==> src/rtl/ifq_line_buffer.sv <==
// ============================================================================
//  Module   : ifq_line_buffer
//  Brief    : Instruction fetch queue that requests whole memory lines and
//             hands out one 32-bit instruction word at a time.
//  Revision : 1.0 - initial release
// ============================================================================
`default_nettype none

module ifq_line_buffer #(
   parameter int LINE_WORDS = 4,
   parameter int DEPTH      = 4
) (
   input  logic                        clk,
   input  logic                        rst,
   input  logic                        d_valid,
   input  logic [32*LINE_WORDS-1:0]    mem_data,
   output logic                        m_rd_en,
   output logic [31:0]                 mem_addr,
   output logic                        abort,
   input  logic                        jump_branch_valid,
   input  logic [31:0]                 jump_branch_add,
   input  logic                        d_rd_en,
   output logic                        empty,
   output logic [31:0]                 i_code,
   output logic [31:0]                 pc_out,
   output logic [$clog2(DEPTH):0]      line_count
);

   localparam int PW         = $clog2(DEPTH);
   localparam int OW         = $clog2(LINE_WORDS);
   localparam int LINE_BYTES = 4 * LINE_WORDS;
   localparam int OB         = $clog2(LINE_BYTES);

   localparam logic [PW:0]   c_DEPTH     = (PW+1)'(DEPTH);
   localparam logic [OW-1:0] c_LAST_WORD = OW'(LINE_WORDS - 1);
   localparam logic [31:0]   c_LINE_MASK = ~32'(LINE_BYTES - 1);

   typedef enum logic {S_IDLE = 1'b0, S_REQ = 1'b1} state_t;

   state_t                    r_state;
   logic [31:0]               r_fetch_pc;
   logic [31:0]               r_pc_out;
   logic [PW-1:0]             r_wr_ptr;
   logic [PW-1:0]             r_rd_ptr;
   logic [OW-1:0]             r_rd_ofs;
   logic [PW:0]               r_count;
   logic [32*LINE_WORDS-1:0]  r_mem [DEPTH];

   logic                      w_push;
   logic                      w_consume;
   logic                      w_pop;
   logic [PW:0]               w_count_nxt;

   // A redirect wins over everything: it discards a returning line and any consume.
   assign w_push    = (r_state == S_REQ) && d_valid && !jump_branch_valid;
   assign w_consume = d_rd_en && (r_count != '0) && !jump_branch_valid;
   assign w_pop     = w_consume && (r_rd_ofs == c_LAST_WORD);

   always_comb begin
      w_count_nxt = r_count;
      if (w_push && !w_pop)
         w_count_nxt = r_count + 1'b1;
      else if (!w_push && w_pop)
         w_count_nxt = r_count - 1'b1;
   end

   assign m_rd_en    = (r_state == S_REQ);
   assign mem_addr   = r_fetch_pc;
   assign abort      = jump_branch_valid && (r_state == S_REQ);
   assign empty      = (r_count == '0);
   assign pc_out     = r_pc_out;
   assign line_count = r_count;
   assign i_code     = r_mem[r_rd_ptr][{r_rd_ofs, 5'b00000} +: 32];

   always_ff @(posedge clk) begin
      if (w_push)
         r_mem[r_wr_ptr] <= mem_data;
   end

   always_ff @(posedge clk or negedge rst) begin
      if (!rst) begin
         r_state    <= S_IDLE;
         r_fetch_pc <= '0;
         r_pc_out   <= '0;
         r_wr_ptr   <= '0;
         r_rd_ptr   <= '0;
         r_rd_ofs   <= '0;
         r_count    <= '0;
      end else if (jump_branch_valid) begin
         r_state    <= S_IDLE;
         r_fetch_pc <= jump_branch_add & c_LINE_MASK;
         r_pc_out   <= {jump_branch_add[31:2], 2'b00};
         r_wr_ptr   <= '0;
         r_rd_ptr   <= '0;
         r_rd_ofs   <= jump_branch_add[OB-1:2];
         r_count    <= '0;
      end else begin
         r_count <= w_count_nxt;
         case (r_state)
            S_IDLE: begin
               if (r_count < c_DEPTH)
                  r_state <= S_REQ;
            end
            S_REQ: begin
               if (d_valid) begin
                  r_fetch_pc <= r_fetch_pc + 32'(LINE_BYTES);
                  r_wr_ptr   <= r_wr_ptr + 1'b1;
                  if (w_count_nxt >= c_DEPTH)
                     r_state <= S_IDLE;
               end
            end
            default: r_state <= S_IDLE;
         endcase
         if (w_consume) begin
            r_pc_out <= r_pc_out + 32'd4;
            if (w_pop) begin
               r_rd_ofs <= '0;
               r_rd_ptr <= r_rd_ptr + 1'b1;
            end else begin
               r_rd_ofs <= r_rd_ofs + 1'b1;
            end
         end
      end
   end

endmodule

`default_nettype wire
==> config.mk <==
export PLATFORM = sky130hd
export DESIGN_NAME = ifq_line_buffer
export DESIGN_NICKNAME = d
export VERILOG_FILES = /design/src/rtl/ifq_line_buffer.sv
export SDC_FILE = /design/constraint.sdc
export NUM_CORES = 1
export LEC_CHECK = 0
export BUFFER_PORTS_ARGS = -buffer_cell sky130_fd_sc_hd__buf_2
export CORE_MARGIN = 1
export CORE_UTILIZATION = 65
export CTS_BUF_LIST = sky130_fd_sc_hd__clkbuf_8
export CTS_CLUSTER_SIZE = 14
export DETAILED_ROUTE_END_ITERATION = 10
export MAX_ROUTING_LAYER = met4
export PLACE_DENSITY = 0.91
export SLEW_MARGIN = 10
export SYNTH_ARGS = -nofsm -noshare
export SYNTH_HDL_FRONTEND = slang
export SYNTH_SLANG_ARGS = --single-unit
==> constraint.sdc <==
create_clock -name clk -period 13.5 [get_ports clk]
set_input_delay 0.675 -clock clk [delete_from_list [all_inputs] [get_ports clk]]
set_output_delay 0.675 -clock clk [all_outputs]
set_load 0.05 [all_outputs]
==> results.md <==
* Overall global routing resource usage at 28.1%
* Synthesized area at 23500 µm²
* Critical Path Sink Type: output port
* Cell variety after synth at 49
* # DRC at 0
* Final ANT Viol Nets at 0
* Filler Cell Count at 1984
* Final setup viols at 0
* Iter 0 DRT Violations at 1054
* Core ar. at 35600 µm²
* Die Width at 192 µm
* Yosys top cell area share at 65.4%
* Vias at around 13000
* Post-CTS Repair Setup Buffers at 0
* DR pass1 iterations at 5
* Worst EP arrival at 4.74 ns
* Post-DP HPWL at 30100 µm
* Port Buf Inserts at 258
* Setup Skew at 0.0220 ns
* Die span in y at 192 µm
* Hold_buf cts at 0
* CTS HTree Levels at 3
* Worst Path Max Fanout at 48
* CP Class: flop to output port
* Main synth FF type: edfxtp_1
* Cell-by-cell trace of the critical path: buf_4 -> buf_4 -> mux4_2 -> mux4_2 -> buf_2
* Nets at 1650
* Initial Utilization at 66.0%
* Class of the worst hold path: input pin to asynchronous set/reset pin
* #FFs+latches synth at 580
* First-pass GRT wire length at about 74000 µm
* TritonCTS clock tree: done
* Unrepaired setup endpoints after global routing: false
* Syn Area/Cell at a little under 20 µm²
* CTS sink count at 580
* Ys async rst share at about an eighth
* Fin. Hold Viols at 0
* IO Pins at approximately 270
* Mapped Cells at 1182
* Cts bufs inserted at 89
* Die ar. at 36900 µm²
* Slew margin rel. at 26.5%
* Layout cells sized above 1 at 36.7%
* Worst setup SP type: flop
* WL final at 48700 µm
* Cell Rows at 69
* Number of synthesis warnings at 0
* Fin crit period at 5.42 ns
* CP max-delay cell: dfrtp_4
* Total negative slack at 0 ns
* Register area at between 15000 and 20000 µm²
* Final Cycle Share at 40.1%
* PD cells at 151 nW/µm²
* Worst VDD drop at 0.121 mV
* Clock-pin slew on the worst setup and hold paths at 0.06 ns
* Post-synthesis sequential area ratio at 72.7%
* Layout area overhead at 14.1%
* Fmax at 0.185 GHz
* WL/cell at 24.1 µm
* EDFF count, synth at between 500 and 600
* Delay of the slowest critical-path stage at 0.95 ns
* Leakage power total at around 9 nW
* Root buffer cell: clkbuf_8
* Max-cap violations at 0
* GPL Wtd Cong at between 0.9 and 1
* CP top delay family: buffers and inverters
* Vias in the first global route at 13300
* Average vias per placed instance at 6.34
* Area of the multi-input gates at around 6000 µm²
* Slew Limit Fails at 0
* Initial antenna violation count at 15
* CP bufs+invs at 3
* Synth area leader: edfxtp_1
* Outcome: finished, final reports clean
* Pre-CTS setup slack at 8.57 ns
* Largest net degree at the start of global routing at 74
* Pin slew with the least headroom to its limit at 1.10 ns
* Worst skew pair latency at 0.65 ns
* Post-cts gate resize count at 0
* Main area contributors after synthesis: edfxtp_1 65%, mux4_2 15%, dfrtp_1 7.2%
* Grt total ovfl at 0
* Final worst slack at 8.08 ns
* Max clock buf depth at 3
* Required @ worst endpoint at 12.82 ns
[cells by family after synthesis]
logic type | after synthesis | share of synthesized area, %
other | 1 | 0.0160
and+or+nand+nor | 222 | 5.43
DFF | 580 | 72.7
muxes | 170 | 15.8
xor gates and xnor gates | 21 | 0.783
adders and majority gates | 11 | 0.575
buffers and inverters | 88 | 1.90
AOI/OAI and AO/OA | 89 | 2.80
[power by group]
| part | switching, mW | internal, mW | total (mW) |
|---|---|---|---|
| Sequential | 0.0585 | 2.01 | 2.07 |
| Clock | 0.644 | 0.681 | 1.32 |
| Combinational | 0.422 | 0.226 | 0.649 |
[cell usage in the layout, fill, tap and decap left out, types with 3 or more instances in the layout]
master	n
a211oi_1	14
a21boi_0	4
a21oi_1	10
a311oi_1	21
a31oi_1	14
and2_1	6
and3_1	14
and3_4	4
and4_1	16
buf_2	258
buf_4	15
clkbuf_8	97
clkinv_1	11
clkinv_2	10
conb_1	6
dfrtp_1	64
diode_2	17
edfxtp_1	512
ha_1	10
inv_1	46
inv_6	3
mux2_2	8
mux4_2	160
nand2_1	21
nand2b_1	5
nand3_1	17
nand4_1	28
nor2_1	36
nor2b_1	10
nor3_1	17
nor3b_1	3
nor4_1	24
o21ai_0	6
o31a_1	6
o31ai_1	8
or3_1	7
or4_1	9
xnor2_1	13
xor2_1	8
[cell type report]
cell class	count	area share, %
tap	461	2.15
antenna	17	0.159
timing repair buffer	273	5.24
clock buffer	97	4.98
sequential	580	63.8
clock inverter	62	1.11
inverter	12	0.168
multi-input combinational	519	22.4
[per-stage QoR]
step	area (µm²)	hold WS (ns)	power [mW]	cells	util [%]
detailed placement	25100	0.582	2.75	1845	70.6
global route	26800	0.192	4.18	2019	75.3
global placement	25100	0.547	2.73	1845	70.6
finish	26800	0.226	4.04	2021	75.3
CTS	26800	0.189	4.07	2004	75.2
floorplan	23500	0.379	2.58	1187	-
[synthesized netlist by cell type, types with 2 or more instances]
library cell and count:
o21ai_0 6, nand2_1 21, o311a_1 2, mux4_2 160, or4_1 9, o31ai_1 8, inv_1 11, nor3_1 17
nand4_1 28, clkbuf_1 42, and3_1 18, nor2_1 36, a211oi_1 14, a21boi_0 4, nand3_1 17, nor4_1 24
nand2b_1 5, and2_1 6, and4_1 16, buf_2 8, mux2_2 8, xor2_1 8, buf_1 9, buf_6 11
mux2i_1 2, edfxtp_1 512, nor2b_1 10, a311oi_1 21, xnor2_1 13, or3_1 7, buf_4 6, a31oi_1 14
nor3b_1 3, ha_1 10, dfrtp_1 68, o31a_1 6, a21oi_1 10
[state kept, by name, summed over array words and instances (netlist names)]
register,cells
m_rd_en,1
r_wr_ptr,2
r_mem,512
line_count,3
mem_addr,28
pc_out,30
r_rd_ptr,2
r_rd_ofs,2
[metal layers]
metal	routed length [µm]	track usage [%]
met1	18300	34.5
met2	24900	45.0
met3	3820	7.03
met4	1720	11.5
met5	0	-
[path summary, 6_finish.rpt]
path                                    start           end  slack (ns)  cells after the start
worst max register to register        m_rd_en  r_mem[3][23]        9.97                      3
worst min register to register  line_count[2]       m_rd_en        0.59                      1
min in group clk                 mem_data[64]  r_mem[2][64]        0.24                      1
worst min-delay path                      rst  mem_addr[25]        0.23                      2
max in group asynchronous                 rst   r_rd_ptr[0]       12.57                      2
worst max-delay path              r_rd_ptr[0]    i_code[12]        8.08                      5
Note: power is estimated with default switching activity, not from simulation.
